==> src/rtl/booth_mul_seq_if.sv <==
// Request/response bundle for the iterative Booth multiplier.
// The master side issues ops and drains results; the slave side is the multiplier.
interface booth_mul_seq_if #(
    parameter int WIDTH = 64
);
    logic             in_valid;
    logic             in_ready;
    logic [WIDTH-1:0] a;
    logic [WIDTH-1:0] b;
    logic             a_signed;
    logic             b_signed;
    logic             hi_sel;
    logic             word;
    logic             flush;
    logic             out_valid;
    logic             out_ready;
    logic [WIDTH-1:0] result;
    logic             busy;

    modport master (
        output in_valid, a, b, a_signed, b_signed, hi_sel, word,
        output flush, out_ready,
        input  in_ready, out_valid, result, busy
    );

    modport slave (
        input  in_valid, a, b, a_signed, b_signed, hi_sel, word,
        input  flush, out_ready,
        output in_ready, out_valid, result, busy
    );
endinterface

==> src/rtl/booth_mul_seq.sv <==
// Radix-4 Booth multiplier sequencer for the RV64 M-extension MUL unit.
// Retires one Booth digit per cycle into a double-width accumulator.
module booth_mul_seq #(
    parameter int WIDTH = 64
) (
    input logic             clk,
    input logic             rst,
    booth_mul_seq_if.slave  io
);
    localparam int EW   = WIDTH + 2;
    localparam int ITER = EW / 2;
    localparam int AW   = 2 * WIDTH;
    localparam int CW   = $clog2(ITER + 1);

    typedef enum logic [1:0] {
        IDLE,
        CALC,
        DONE
    } state_t;

    state_t          state_q, state_d;
    logic [CW-1:0]   cnt_q, cnt_d;
    logic [AW-1:0]   acc_q, acc_d;
    logic [AW-1:0]   mc_q, mc_d;
    logic [EW:0]     mp_q, mp_d;
    logic            word_q, word_d;
    logic            hi_q, hi_d;

    logic [WIDTH-1:0] a_op, b_op;
    logic             a_sx, b_sx;
    logic [EW-1:0]    a_ext, b_ext;
    logic [AW-1:0]    pp;
    logic             last;

    // MULW sign-extends the low words and forces signed operands
    always_comb begin
        a_op = io.a;
        b_op = io.b;
        a_sx = io.a_signed & io.a[WIDTH-1];
        b_sx = io.b_signed & io.b[WIDTH-1];
        if (io.word) begin
            a_op = {{(WIDTH-32){io.a[31]}}, io.a[31:0]};
            b_op = {{(WIDTH-32){io.b[31]}}, io.b[31:0]};
            a_sx = io.a[31];
            b_sx = io.b[31];
        end
        a_ext = {{2{a_sx}}, a_op};
        b_ext = {{2{b_sx}}, b_op};
    end

    // mc_q holds Aext pre-shifted by 2i; mp_q[2:0] is the current digit window
    always_comb begin
        pp = '0;
        unique case (mp_q[2:0])
            3'b001, 3'b010: pp = mc_q;
            3'b011:         pp = mc_q << 1;
            3'b100:         pp = -(mc_q << 1);
            3'b101, 3'b110: pp = -mc_q;
            default:        pp = '0;
        endcase
    end

    assign last = (cnt_q == CW'(ITER - 1));

    always_comb begin
        state_d = state_q;
        cnt_d   = cnt_q;
        acc_d   = acc_q;
        mc_d    = mc_q;
        mp_d    = mp_q;
        word_d  = word_q;
        hi_d    = hi_q;
        if (io.flush) begin
            state_d = IDLE;
        end else begin
            unique case (state_q)
                IDLE: begin
                    if (io.in_valid) begin
                        state_d = CALC;
                        cnt_d   = '0;
                        acc_d   = '0;
                        mc_d    = {{(AW-EW){a_ext[EW-1]}}, a_ext};
                        mp_d    = {b_ext, 1'b0};
                        word_d  = io.word;
                        hi_d    = io.hi_sel & ~io.word;
                    end
                end
                CALC: begin
                    acc_d = acc_q + pp;
                    mc_d  = mc_q << 2;
                    mp_d  = {2'b00, mp_q[EW:2]};
                    cnt_d = cnt_q + 1'b1;
                    if (last) state_d = DONE;
                end
                DONE: begin
                    if (io.out_ready) state_d = IDLE;
                end
                default: state_d = IDLE;
            endcase
        end
    end

    always_ff @(posedge clk or posedge rst) begin
        if (rst) begin
            state_q <= IDLE;
            cnt_q   <= '0;
            acc_q   <= '0;
            mc_q    <= '0;
            mp_q    <= '0;
            word_q  <= 1'b0;
            hi_q    <= 1'b0;
        end else begin
            state_q <= state_d;
            cnt_q   <= cnt_d;
            acc_q   <= acc_d;
            mc_q    <= mc_d;
            mp_q    <= mp_d;
            word_q  <= word_d;
            hi_q    <= hi_d;
        end
    end

    assign io.in_ready  = (state_q == IDLE);
    assign io.out_valid = (state_q == DONE);
    assign io.busy      = (state_q != IDLE);

    always_comb begin
        if (word_q)    io.result = {{(WIDTH-32){acc_q[31]}}, acc_q[31:0]};
        else if (hi_q) io.result = acc_q[AW-1:WIDTH];
        else           io.result = acc_q[WIDTH-1:0];
    end
endmodule

==> src/flat_wrapper.sv <==
// flat-port wrapper written by rule: the top's interface ports become plain ports
module booth_mul_seq_flat 
#(
    parameter int WIDTH = 64
)
  (clk, rst, io_in_valid, io_a, io_b, io_a_signed, io_b_signed, io_hi_sel, io_word, io_flush, io_out_ready, io_in_ready, io_out_valid, io_result, io_busy);
  booth_mul_seq_if #(.WIDTH(WIDTH)) io_i ();
  input logic clk;
  input logic rst;
  input wire logic [$bits(io_i.in_valid)-1:0] io_in_valid;
  input wire logic [$bits(io_i.a)-1:0] io_a;
  input wire logic [$bits(io_i.b)-1:0] io_b;
  input wire logic [$bits(io_i.a_signed)-1:0] io_a_signed;
  input wire logic [$bits(io_i.b_signed)-1:0] io_b_signed;
  input wire logic [$bits(io_i.hi_sel)-1:0] io_hi_sel;
  input wire logic [$bits(io_i.word)-1:0] io_word;
  input wire logic [$bits(io_i.flush)-1:0] io_flush;
  input wire logic [$bits(io_i.out_ready)-1:0] io_out_ready;
  output wire logic [$bits(io_i.in_ready)-1:0] io_in_ready;
  output wire logic [$bits(io_i.out_valid)-1:0] io_out_valid;
  output wire logic [$bits(io_i.result)-1:0] io_result;
  output wire logic [$bits(io_i.busy)-1:0] io_busy;
  assign io_i.in_valid = io_in_valid;
  assign io_i.a = io_a;
  assign io_i.b = io_b;
  assign io_i.a_signed = io_a_signed;
  assign io_i.b_signed = io_b_signed;
  assign io_i.hi_sel = io_hi_sel;
  assign io_i.word = io_word;
  assign io_i.flush = io_flush;
  assign io_i.out_ready = io_out_ready;
  assign io_in_ready = io_i.in_ready;
  assign io_out_valid = io_i.out_valid;
  assign io_result = io_i.result;
  assign io_busy = io_i.busy;
  booth_mul_seq #(.WIDTH(WIDTH)) u_core (.clk(clk), .rst(rst), .io(io_i));
endmodule
==> config.mk <==
export PLATFORM = sky130hd
export DESIGN_NAME = booth_mul_seq_flat
export DESIGN_NICKNAME = d
export VERILOG_FILES = /design/src/rtl/booth_mul_seq_if.sv /design/src/rtl/booth_mul_seq.sv /design/src/flat_wrapper.sv
export SDC_FILE = /design/constraint.sdc
export NUM_CORES = 1
export LEC_CHECK = 0
export CELL_PAD_IN_SITES_DETAIL_PLACEMENT = 0
export CELL_PAD_IN_SITES_GLOBAL_PLACEMENT = 1
export CORE_MARGIN = 2
export CORE_UTILIZATION = 45
export DETAILED_ROUTE_END_ITERATION = 12
export GPL_TIMING_DRIVEN = 1
export PLACE_DENSITY = 0.81
export SLEW_MARGIN = 10
export SYNTH_ARGS = -nofsm -noshare
export SYNTH_HDL_FRONTEND = slang
export SYNTH_SLANG_ARGS = --single-unit
==> constraint.sdc <==
create_clock -name clk -period 15 [get_ports clk]
set_input_delay 3 -clock clk [delete_from_list [all_inputs] [get_ports clk]]
set_output_delay 3 -clock clk [all_outputs]
set_load 0.005 [all_outputs]
==> results of run 1 <==
[power by group]
group | internal, mW | switching [mW] | total [mW]
Combinational | 1.40 | 2.24 | 3.65
Clock | 0.650 | 0.469 | 1.12
Sequential | 1.14 | 0.431 | 1.57
[per-layer routing]
layer,GRT usage (%),vias up
met3,5.62,202
met2,48.6,1340
met4,10.7,10
met5,0,-
met1,49.4,14700
li1,-,14400
[cells in the mapped netlist (all sizes together) (9+ instances only)]
master | number | area (um^2)
inv | 78 | 293
nand2b | 26 | 163
nand4 | 66 | 413
o21ai | 402 | 2010
a21o | 68 | 510
nand2 | 699 | 2620
o221ai | 19 | 166
a21oi | 359 | 1800
mux2 | 36 | 405
o21bai | 34 | 255
o22ai | 15 | 93.8
nor4 | 33 | 228
a221o | 9 | 90.1
and3 | 14 | 87.6
and2 | 21 | 131
a211oi | 46 | 350
o21a | 24 | 180
xnor2 | 150 | 1310
or4 | 23 | 176
mux2i | 24 | 240
or3 | 44 | 280
dfrtp | 332 | 8310
xor2 | 133 | 1160
nand3 | 43 | 215
clkbuf | 354 | 1330
a22oi | 59 | 443
nor3b | 15 | 113
a22o | 11 | 96.3
o31ai | 10 | 75.1
a222oi | 25 | 250
or2 | 19 | 119
nor3 | 82 | 448
nor2 | 363 | 1370
a31oi | 96 | 601
a221oi | 72 | 631
ha | 130 | 1630
a21boi | 15 | 113
buf | 25 | 124
nor2b | 50 | 313
[per-stage QoR]
step,utilization (%),worst slack (ns),hold WS (ns),cells
after floorplan,-,2.80,0.450,4100
after global placement,48.5,7.30,0.478,4822
after detailed placement,48.5,7.14,0.479,4822
after CTS,50.8,7.08,0.494,4901
after global routing,50.8,6.57,0.510,4901
final,50.9,6.93,0.491,4902
[layout by cell type (no fill, tap or decap), types with 19 or more instances in the layout]
master                            count
sky130_fd_sc_hd__a211oi_1            45
sky130_fd_sc_hd__a21o_1              68
sky130_fd_sc_hd__a21oi_1            359
sky130_fd_sc_hd__a221oi_1            72
sky130_fd_sc_hd__a222oi_1            25
sky130_fd_sc_hd__a22oi_1             59
sky130_fd_sc_hd__a31oi_1             96
sky130_fd_sc_hd__and2_1              21
sky130_fd_sc_hd__buf_4               33
sky130_fd_sc_hd__clkbuf_16           43
sky130_fd_sc_hd__clkdlybuf4s50_1    203
sky130_fd_sc_hd__dfrtp_1            328
sky130_fd_sc_hd__ha_1               130
sky130_fd_sc_hd__inv_1               77
sky130_fd_sc_hd__mux2_2              36
sky130_fd_sc_hd__mux2i_1             24
sky130_fd_sc_hd__nand2_1            698
sky130_fd_sc_hd__nand2b_1            24
sky130_fd_sc_hd__nand3_1             43
sky130_fd_sc_hd__nand4_1             66
sky130_fd_sc_hd__nor2_1             358
sky130_fd_sc_hd__nor2b_1             47
sky130_fd_sc_hd__nor3_1              77
sky130_fd_sc_hd__nor4_1              31
sky130_fd_sc_hd__o21a_1              23
sky130_fd_sc_hd__o21ai_0            399
sky130_fd_sc_hd__o21bai_1            34
sky130_fd_sc_hd__o221ai_1            19
sky130_fd_sc_hd__or3_1               43
sky130_fd_sc_hd__or4_1               22
sky130_fd_sc_hd__xnor2_1            149
sky130_fd_sc_hd__xor2_1             133
[state kept, by name, indices dropped and copies added (netlist names)]
name            flops
u_core.acc_q      128
u_core.mc_q       128
u_core.mp_q        66
u_core.cnt_q        6
u_core.state_q      2
u_core.hi_q         1
u_core.word_q       1
[area by class of cell]
type                    instances  area [um^2]  share of cell area [%]
repair buffers                237         2300                    6.89
flip-flops and latches        332         8320                    24.9
clock inverters                24          309                   0.926
clock buffers                  55         1210                    3.63
well taps                     864         1080                    3.24
diodes                          1         2.50                 0.00750
multi-input cells            3309        19800                    59.5
inverters                      80          308                   0.922
[path summary, 6_finish.rpt]
check | start | endpoint | slack, ns | cells after the start
hold reg to reg | u_core.mp_q[32] | u_core.mp_q[32] | 0.49 | 2
min in group asynchronous | rst | u_core.mp_q[43] | 2.98 | 2
max in group asynchronous | rst | u_core.acc_q[52] | 10.46 | 3
hold / removal | u_core.mp_q[32] | u_core.mp_q[32] | 0.49 | 2
setup / recovery | u_core.mc_q[13] | u_core.acc_q[127] | 6.93 | 22
setup reg to reg | u_core.mc_q[13] | u_core.acc_q[127] | 6.93 | 22
[worst min-delay path, stage by stage, from the launching register on]
cell                       delay, ns
sky130_fd_sc_hd__dfrtp_1        0.34
sky130_fd_sc_hd__a222oi_1       0.07
sky130_fd_sc_hd__inv_1          0.05
[cells by family after synthesis]
family | after synthesis | synth area share [%]
simple gates | 1519 | 23.0
compound gates | 1316 | 27.3
buf+inv | 459 | 5.88
flops | 332 | 27.9
xor+xnor | 283 | 8.31
fa+ha+maj | 131 | 5.52
mux | 60 | 2.17
==> out/qor.yml, run 1 <==
status:
  outcome: "finished, final reports clean"
synth:
  synth_top_flop_cell: "sky130_fd_sc_hd__dfrtp_1"
  synth-warning-count: 0
  ys_ff_latch: 332
  syn_area_per_cell_um2: 7.27
  synth_cell_types: 78
  cell_area_after_synthesis_um2: 29800
  synth.net_count: 4368
  synthesis.instances: 4100
  synth_enable_flop_cells: 0
  ys_seq_area_share_pct: 27.9
  ys_async_sr_fraction_pct: 100
critical_path:
  slowest_stage: "sky130_fd_sc_hd__nor3_1"
  cp_data_required_time_ns: 15.46
  largest_stage_delay_on_the_critical_path_ns: 0.89
  critical_path.endpoint_type: "flip-flop"
  timing.critical_path.fanout_max: 8
  timing.critical_path.max_delay_family: "simple AND/OR/NAND/NOR gates"
  critical_path.startpoint_type: "flip-flop"
  critical_path_arrival_ns: 8.53
  critPathBufInv: 1
  worstSetupPathType: "reg -> reg"
  critical_path.cell_chain: "nor4_1, nand4_1, nor3_1, nand4_1, or4_1, or3_1, or4b_1, nand2_1, o31ai_1, a221o_1, ha_1, nand4_1, or3b_2, or4_1, inv_1, nand2_1, or3_1, nand2_1, a21o_1, mux2_2, a32oi_1, o21ai_1"
power:
  total_leakage_power_nw: 13.8
  cellPowerDensity_nw_per_um2: 190
  fin_total_pwr_mw: 6.33
  worst_ir_drop_vdd_uv: 107
clock_network:
  clock_sinks: 332
  clock_insertion_delay_worst_skew_ns: 0.61
  cts_buf_count: 43
  ctsHtreeMaxLevel: 2
  cts-root-buf: "sky130_fd_sc_hd__clkbuf_16"
  number_of_buffers_inserted_by_hold_repair_at_cts: 0
  cts.clk_slew.worst_paths_ns: 0.07
  post_cts_resized: 0
  tritoncts_clock_tree: "yes"
  post-cts-setup-buffers: 0
  cts-root-to-sink-buffers: 3
drt:
  drt-initial-drc-count: 3410
  met2_wirelength_mm: 49.2
  drc_errors: 0
  routed_wire_length_per_instance_um: 23.7
  maxUsedRoutingLayer: "met5"
  met3RoutedLength_mm: 10.3
  postRouteAntennaNets: 0
  dr_total_vias: 30700
  finalWirelength_mm: 116
  routed_via_density: 6.25
  met1_routed_wirelength_after_detailed_routing_mm: 52.7
  drt_first_pass_iters: 7
timing:
  max_slew.worst_pin.slew_ns: 1.25
  finalSetupTns_ns: 0
  final_period_minus_worst_setup_slack_ns: 8.07
  fin_worst_skew_ns: 0.0276
  final_count_of_pins_violating_max_slew: 0
  min_period_over_period_pct: 53.8
  rsz_0062_raised_after_global_routing: "no"
  worst_slew_margin_rel_pct: 16.6
  timing_hold_violations_final: 0
  finalSetupViolCount: 0
  maxClockFrequency_ghz: 0.124
hold_path:
  worst_hold_path_type: "reg -> reg"
cells_and_area:
  layout.filler_cells: 6530
  area_growth_pct: 11.9
  drive_above_1_share_pct: 5.00
  layout.cell_area.non_filler_um2: 33400
  finish.net_count: 4271
die:
  core-area_um2: 65600
  fp-row-count: 94
  dieHeight_um: 261
  initial_utilization_pct: 45.4
  die_w_um: 261
  die_area_um2: 68300
  floorplan.io_pins: 204
grt:
  number_of_global_route_vias_before_repair: 27800
  grt_first_pass_wirelength_mm: 175
  globalRouteOverflowTotal: 0
  initial_antenna_violation_count: 7
  grt_start_max_net_pins: 149
  grtUsageTotal_pct: 33.2
placed_design:
  place.gp.congestion: 0.981
  detailedPlacementHpwl_mm: 84.4
  place.port_buffers: 203
  placement.cell_area_um2: 31900
flow_run:
  number_of_violations_of_the_max_capacitance_limit: 0
(Power assumes the default switching activity.)
==> inputs of run 2 (changes only) <==
==> constraint.sdc (replaced) <==
create_clock -name clk -period 8.35 [get_ports clk]
set_input_delay 1.67 -clock clk [delete_from_list [all_inputs] [get_ports clk]]
set_output_delay 1.67 -clock clk [all_outputs]
set_load 0.005 [all_outputs]
==> out/qor.yml, run 2 (synthesis results as in run 1) <==
die:
  die_w_um: 261  # unchanged
  floorplan.io_pins: 204  # unchanged
  core-area_um2: 65600  # unchanged
  fp-row-count: 94  # unchanged
  dieHeight_um: 261  # unchanged
  initial_utilization_pct: 45.4  # unchanged
  die_area_um2: 68300  # unchanged
critical_path:
  rrSetupSlack_ns: 0.59  # -6.34 ns
  critical_path.endpoint_type: "flip-flop"
  critical_path_arrival_ns: 8.24  # -0.29 ns
  critical_path.startpoint_type: "flip-flop"
  timing.reg2reg.worst_path_depth: 25  # +14%
  worst_setup_path_startpoint: "u_core.mc_q[11]"
  timing.critical_path.max_delay_family: "simple AND/OR/NAND/NOR gates"
  reg2reg_to: "u_core.acc_q[125]"
  largest_stage_delay_on_the_critical_path_ns: 0.54  # -0.35 ns
  worstReg2RegStart: "u_core.mc_q[11]"
  worstSetupPathType: "reg -> reg"
  cp_data_required_time_ns: 8.84  # -6.62 ns
  timing.critical_path.fanout_max: 10  # +2
  slowest_stage: "sky130_fd_sc_hd__or3_1"
  critPathBufInv: 0  # -1
placed_design:
  place.port_buffers: 203  # unchanged
  detailedPlacementHpwl_mm: 86.0  # +1.8%
  detailedPlace.worstSlack_ns: 0.787  # -6.36 ns
  place.gp.congestion: 1.01  # +2.6%
timing:
  final_count_of_pins_violating_max_slew: 0  # unchanged
  setup_slack_ns: 0.595  # -6.34 ns
  finalSetupViolCount: 0  # unchanged
  fin_worst_skew_ns: 0.0318  # +0.00422 ns
  max_slew.worst_pin.slew_ns: 1.24  # -0.00814 ns
  rsz_0062_raised_after_global_routing: "no"
  finalSetupTns_ns: 0  # unchanged
  final_period_minus_worst_setup_slack_ns: 7.76  # -0.312 ns
  min_period_over_period_pct: 92.9  # +39 points
  worst_slew_margin_rel_pct: 16.3  # -0.33 points
  timing_hold_violations_final: 0  # unchanged
  maxClockFrequency_ghz: 0.129  # +4.0%
cells_and_area:
  layout_commonest_cell: "sky130_fd_sc_hd__nand2_1"
  drive_above_1_share_pct: 5.21  # +0.20 points
  layout.filler_cells: 6556  # +0.40%
  area_growth_pct: 12.1
  top_regs: "u_core.acc_q (128), u_core.mc_q (128), u_core.mp_q (66)"
  multiInputGateArea_um2: 19800  # unchanged
  utilization_pct: 50.9  # +0.069 points
  layout.cells.most_common_list: "sky130_fd_sc_hd__nand2_1 (698), sky130_fd_sc_hd__o21ai_0 (399), sky130_fd_sc_hd__a21oi_1 (359), sky130_fd_sc_hd__nor2_1 (358), sky130_fd_sc_hd__dfrtp_1 (328)"
  sequential_cell_area_um2: 8320  # unchanged
  finish.net_count: 4293  # +0.52%
drt:
  dr_total_vias: 30700  # -0.0098%
  drt_first_pass_iters: 7  # unchanged
  finalWirelength_mm: 117  # +0.48%
  postRouteAntennaNets: 0  # unchanged
  routed_wire_length_per_instance_um: 23.7  # +0.15%
  routed_via_density: 6.23  # -0.34%
  drc_errors: 0  # unchanged
  drt-initial-drc-count: 3615  # +6.0%
clock_network:
  ctsHtreeMaxLevel: 2  # unchanged
  post-cts-setup-buffers: 0  # unchanged
  cts-root-buf: "sky130_fd_sc_hd__clkbuf_16"
  number_of_buffers_inserted_by_hold_repair_at_cts: 0  # unchanged
  tritoncts_clock_tree: "yes"
  cts_buf_count: 43  # unchanged
  clock_insertion_delay_worst_skew_ns: 0.62  # about the same
  cts.clk_slew.worst_paths_ns: 0.06  # about the same
  post_cts_resized: 0  # unchanged
  cts-root-to-sink-buffers: 3  # unchanged
  clock_sinks: 332  # unchanged
hold_path:
  hold_end: "u_core.mp_q[30]"
  worstHoldPathCells: 2  # unchanged
  holdCritStartpoint: "u_core.mp_q[30]"
  worst_hold_path_type: "reg -> reg"
grt:
  number_of_global_route_vias_before_repair: 28000  # +0.41%
  grtUsageTotal_pct: 33.4  # +0.13 points
  initial_antenna_violation_count: 8  # +1
  grt_first_pass_wirelength_mm: 175  # about the same
  grt_start_max_net_pins: 144  # -3.4%
  globalRouteOverflowTotal: 0  # unchanged
power:
  cellPowerDensity_nw_per_um2: 338  # +78%
  worst_ir_drop_vdd_uv: 181  # +69%
  total_leakage_power_nw: 13.9  # +0.22%
status:
  outcome: "finished, final reports clean"
flow_run:
  number_of_violations_of_the_max_capacitance_limit: 0  # unchanged
==> run 2: cell count changes in the layout (fill, tap and decap cells not counted), sizes merged <==
cell	previous run	this run
buf	34	56
clkinvlp	2	3
inv	80	78
clkbuf	55	56
clkinv	18	13
diode	1	2
bufinv	4	2
==> run 2: area by class of cell <==
| type | count | share of cell area, % |
|---|---|---|
| Multi-Input combinational cell | 3309 | 59.4 |
| Antenna cell | 2 | 0.0150 |
| Tap cell | 864 | 3.23 |
| Inverter | 80 | 0.910 |
| Timing Repair Buffer | 259 | 7.45 |
| Clock buffer | 56 | 3.49 |
| Clock inverter | 16 | 0.633 |
| Sequential cell | 332 | 24.9 |
==> run 2: worst max-delay path by stage <==
| stage | slack (ns) | endpoint | depth (start not counted) |
|---|---|---|---|
| after floorplan | 1.75 | u_core.acc_q[103] | 23 |
| after global placement | 1.11 | u_core.acc_q[114] | 25 |
| after detailed placement | 0.79 | u_core.acc_q[125] | 25 |
| after CTS | 0.75 | u_core.acc_q[125] | 25 |
| after global routing | 0.09 | u_core.acc_q[93] | 25 |
| final | 0.59 | u_core.acc_q[125] | 25 |
==> run 2: per-layer routing <==
metal,track usage [%],wire (um)
met3,7.45,11400
met1,48.1,51800
met5,0,38
met2,49.4,49700
met4,10.5,3750
==> run 2: tightest hold or removal path: stages (launching register included) <==
cell	delay, ns
sky130_fd_sc_hd__dfrtp_1	0.35
sky130_fd_sc_hd__a222oi_1	0.07
sky130_fd_sc_hd__inv_1	0.05
==> run 2: where the power goes <==
group / switching, mW / leakage, nW / total (mW) / internal (mW)
logic: 4.03 / 9.07 / 6.58 / 2.55
clock network: 0.825 / 0.666 / 1.88 / 1.06
registers: 0.793 / 4.13 / 2.84 / 2.05
==> run 2: metrics by stage <==
| stage | area, um^2 | power, mW | cells | hold WS, ns |
|---|---|---|---|---|
| finish | 33400 | 11.3 | 4918 | 0.494 |
| floorplan | 29800 | 6.99 | 4100 | 0.450 |
| detailed placement | 32000 | 9.25 | 4844 | 0.480 |
| global placement | 32000 | 9.27 | 4844 | 0.476 |
| CTS | 33400 | 11.2 | 4916 | 0.495 |
| global route | 33400 | 12.0 | 4916 | 0.506 |
==> RTL change: new RTL, config.mk and constraints of run 1 <==
`WIDTH` is set to 64 in 3 places; all go to 32.
--- a/src/rtl/booth_mul_seq_if.sv
+++ b/src/rtl/booth_mul_seq_if.sv
@@ -3,3 +3,3 @@
 interface booth_mul_seq_if #(
-    parameter int WIDTH = 64
+    parameter int WIDTH = 32
 );
--- a/src/rtl/booth_mul_seq.sv
+++ b/src/rtl/booth_mul_seq.sv
@@ -3,3 +3,3 @@
 module booth_mul_seq #(
-    parameter int WIDTH = 64
+    parameter int WIDTH = 32
 ) (
--- a/src/flat_wrapper.sv
+++ b/src/flat_wrapper.sv
@@ -3,3 +3,3 @@
 #(
-    parameter int WIDTH = 64
+    parameter int WIDTH = 32
 )
Ports: changed (resized io_a, io_b and io_result); port bits go from 204 to 108. The function was not compared with the original's and may differ.
==> RTL change against run 1 <==
- routed wire length is 59% lower
- synthesized area is 53% lower
- power decreased by 59%
- highest routed layer is now met4
- final area shrank 53%
- sequential power is 50% lower
- largest power group unchanged
- setup slack improved by 1.6 ns
- sequential cell count fell by 161
==> RTL change: results <==
set metrics [dict create \
    synth_top_cells_by_count "nand2_1, o21ai_0, dfrtp_1, clkbuf_1, nor2_1" \
    mappedNetlistNets 1926 \
    syn_avg_cell_area_um2 7.898 \
    sw_frac_of_total_pct 46.41 \
    largestRegisters "u_core.acc_q (64), u_core.mc_q (64), u_core.mp_q (34)" \
    max_fo_critical_path 8 \
    drive_above_1_share_pct 7.235 \
    finalWeightedCongestion 0.9488 \
    finClkSkew_ns 0.01140 \
    first_pass_iters 8 \
    placedCellCount 2147 \
    via_cell_ratio 6.264 \
    cts_made_buffers 17 \
    dpl_worst_slack_ns 8.696 \
    timing.fmax_mhz 154.8 \
    cts.repair.resized 0 \
    min_delay_worst_endpoint "u_core.mp_q[33]$_DFFE_PP0P_" \
    dp.final_hpwl_um 34140 \
    dr.first_iter.drc_count 1310 \
    worst_path_dominant_cell_family "simple AND/OR/NAND/NOR gates" \
    clk_pin_slew_worst_paths_ns 0.07 \
    antenna_cells_inserted 0 \
    slew_headroom_pct 19.18 \
    synthesis.yosys.warnings 0 \
    r2r_cells 19 \
    result_of_the_run "finished clean" \
    p_leak_nw 6.667 \
    arrival_ns 6.83 \
    finalWirelength_um 47120 \
    timing.rr.start "u_core.mc_q[1]$_DFFE_PP0P_" \
    synth-async-reset-ratio_pct 100.0 \
    hold_depth 2 \
    rr_endpoint "u_core.acc_q[63]$_DFFE_PP0P_" \
    synth_seq_area_share_pct 30.34 \
    postCtsSetupBuffers 0 \
    grt_pass1_wl_um 73400 \
    synth.top_cells.by_area "dfrtp_1, nand2_1, o21ai_0" \
    clock_insertion_delay_worst_skew_ns 0.46 \
    slowest_delay_ns 1.00 \
    route.vias.total 13650 \
    clock-root-buffer "clkbuf_16" \
    ctsLongestPathBuffers 2 \
    grt_max_degree 100 \
    ir_worst_vdd_mv 0.09902 \
    holdCritPathClass "reg2reg" \
    number_of_global_route_vias_before_repair 12770 \
    fillCellCount 3020 \
    criticalPathCategory "reg2reg" \
    cts_htree_levels 4 \
    groute.usage.overall_pct 28.64 \
    antenna_found_initial 2 \
    hold_path_startpoint "u_core.mp_q[33]$_DFFE_PP0P_" \
    buffer_ports.inserted 107 \
    crit_path_top_delay_cell "nor3_1" \
    synthDistinctLibCells 71 \
]
## RTL change: layout make-up
class,count,area [um^2],share of cell area (%)
timing repair buffer,125,1206,7.614
multi-input combinational,1397,9039,57.06
inverter,58,222.7,1.406
tap,396,495.5,3.128
clock buffer,17,425.4,2.685
clock inverter,15,172.7,1.090
sequential,171,4280,27.02
## RTL change: power groups by stage
stage | sequential (mW) | combinational (mW) | clock (mW)
CTS | 0.773 | 1.37 | 0.471
finish | 0.780 | 1.38 | 0.463
floorplan | 0.658 | 1.03 | 0
global route | 0.795 | 1.52 | 0.492
global placement | 0.779 | 1.36 | 0
detailed placement | 0.781 | 1.36 | 0
## RTL change: kinds of logic after synthesis
logic type                 Yosys count  share of synthesized area, %
muxes                               41                         3.264
DFF                                171                         30.34
and+or+nand+nor                    582                         19.04
adders and majority gates           67                         5.996
xor gates and xnor gates           130                         8.125
buffers and inverters              218                         5.934
AOI/OAI and AO/OA                  577                         27.30
## RTL change: through the flow
| step | hold slack [ns] | cell area, um^2 |
|---|---|---|
| 2_1_floorplan | 0.4386 | 14110 |
| 3_3_place_gp | 0.4555 | 15240 |
| 3_5_place_dp | 0.4576 | 15240 |
| 4_1_cts | 0.4744 | 15840 |
| 5_1_grt | 0.4973 | 15840 |
| 6_report | 0.4741 | 15840 |
## RTL change: layer usage
metal  share of wire [%]  track usage, %
met1                  44           38.28
met2                  47           46.58
met3                 6.0           5.221
met4                 3.2           10.11
met5                   0               0
## RTL change: worst min-delay path, cell delays in order (launching register included)
cell	delay [ns]
dfrtp_1	0.35
nand2_1	0.05
nand2_1	0.05
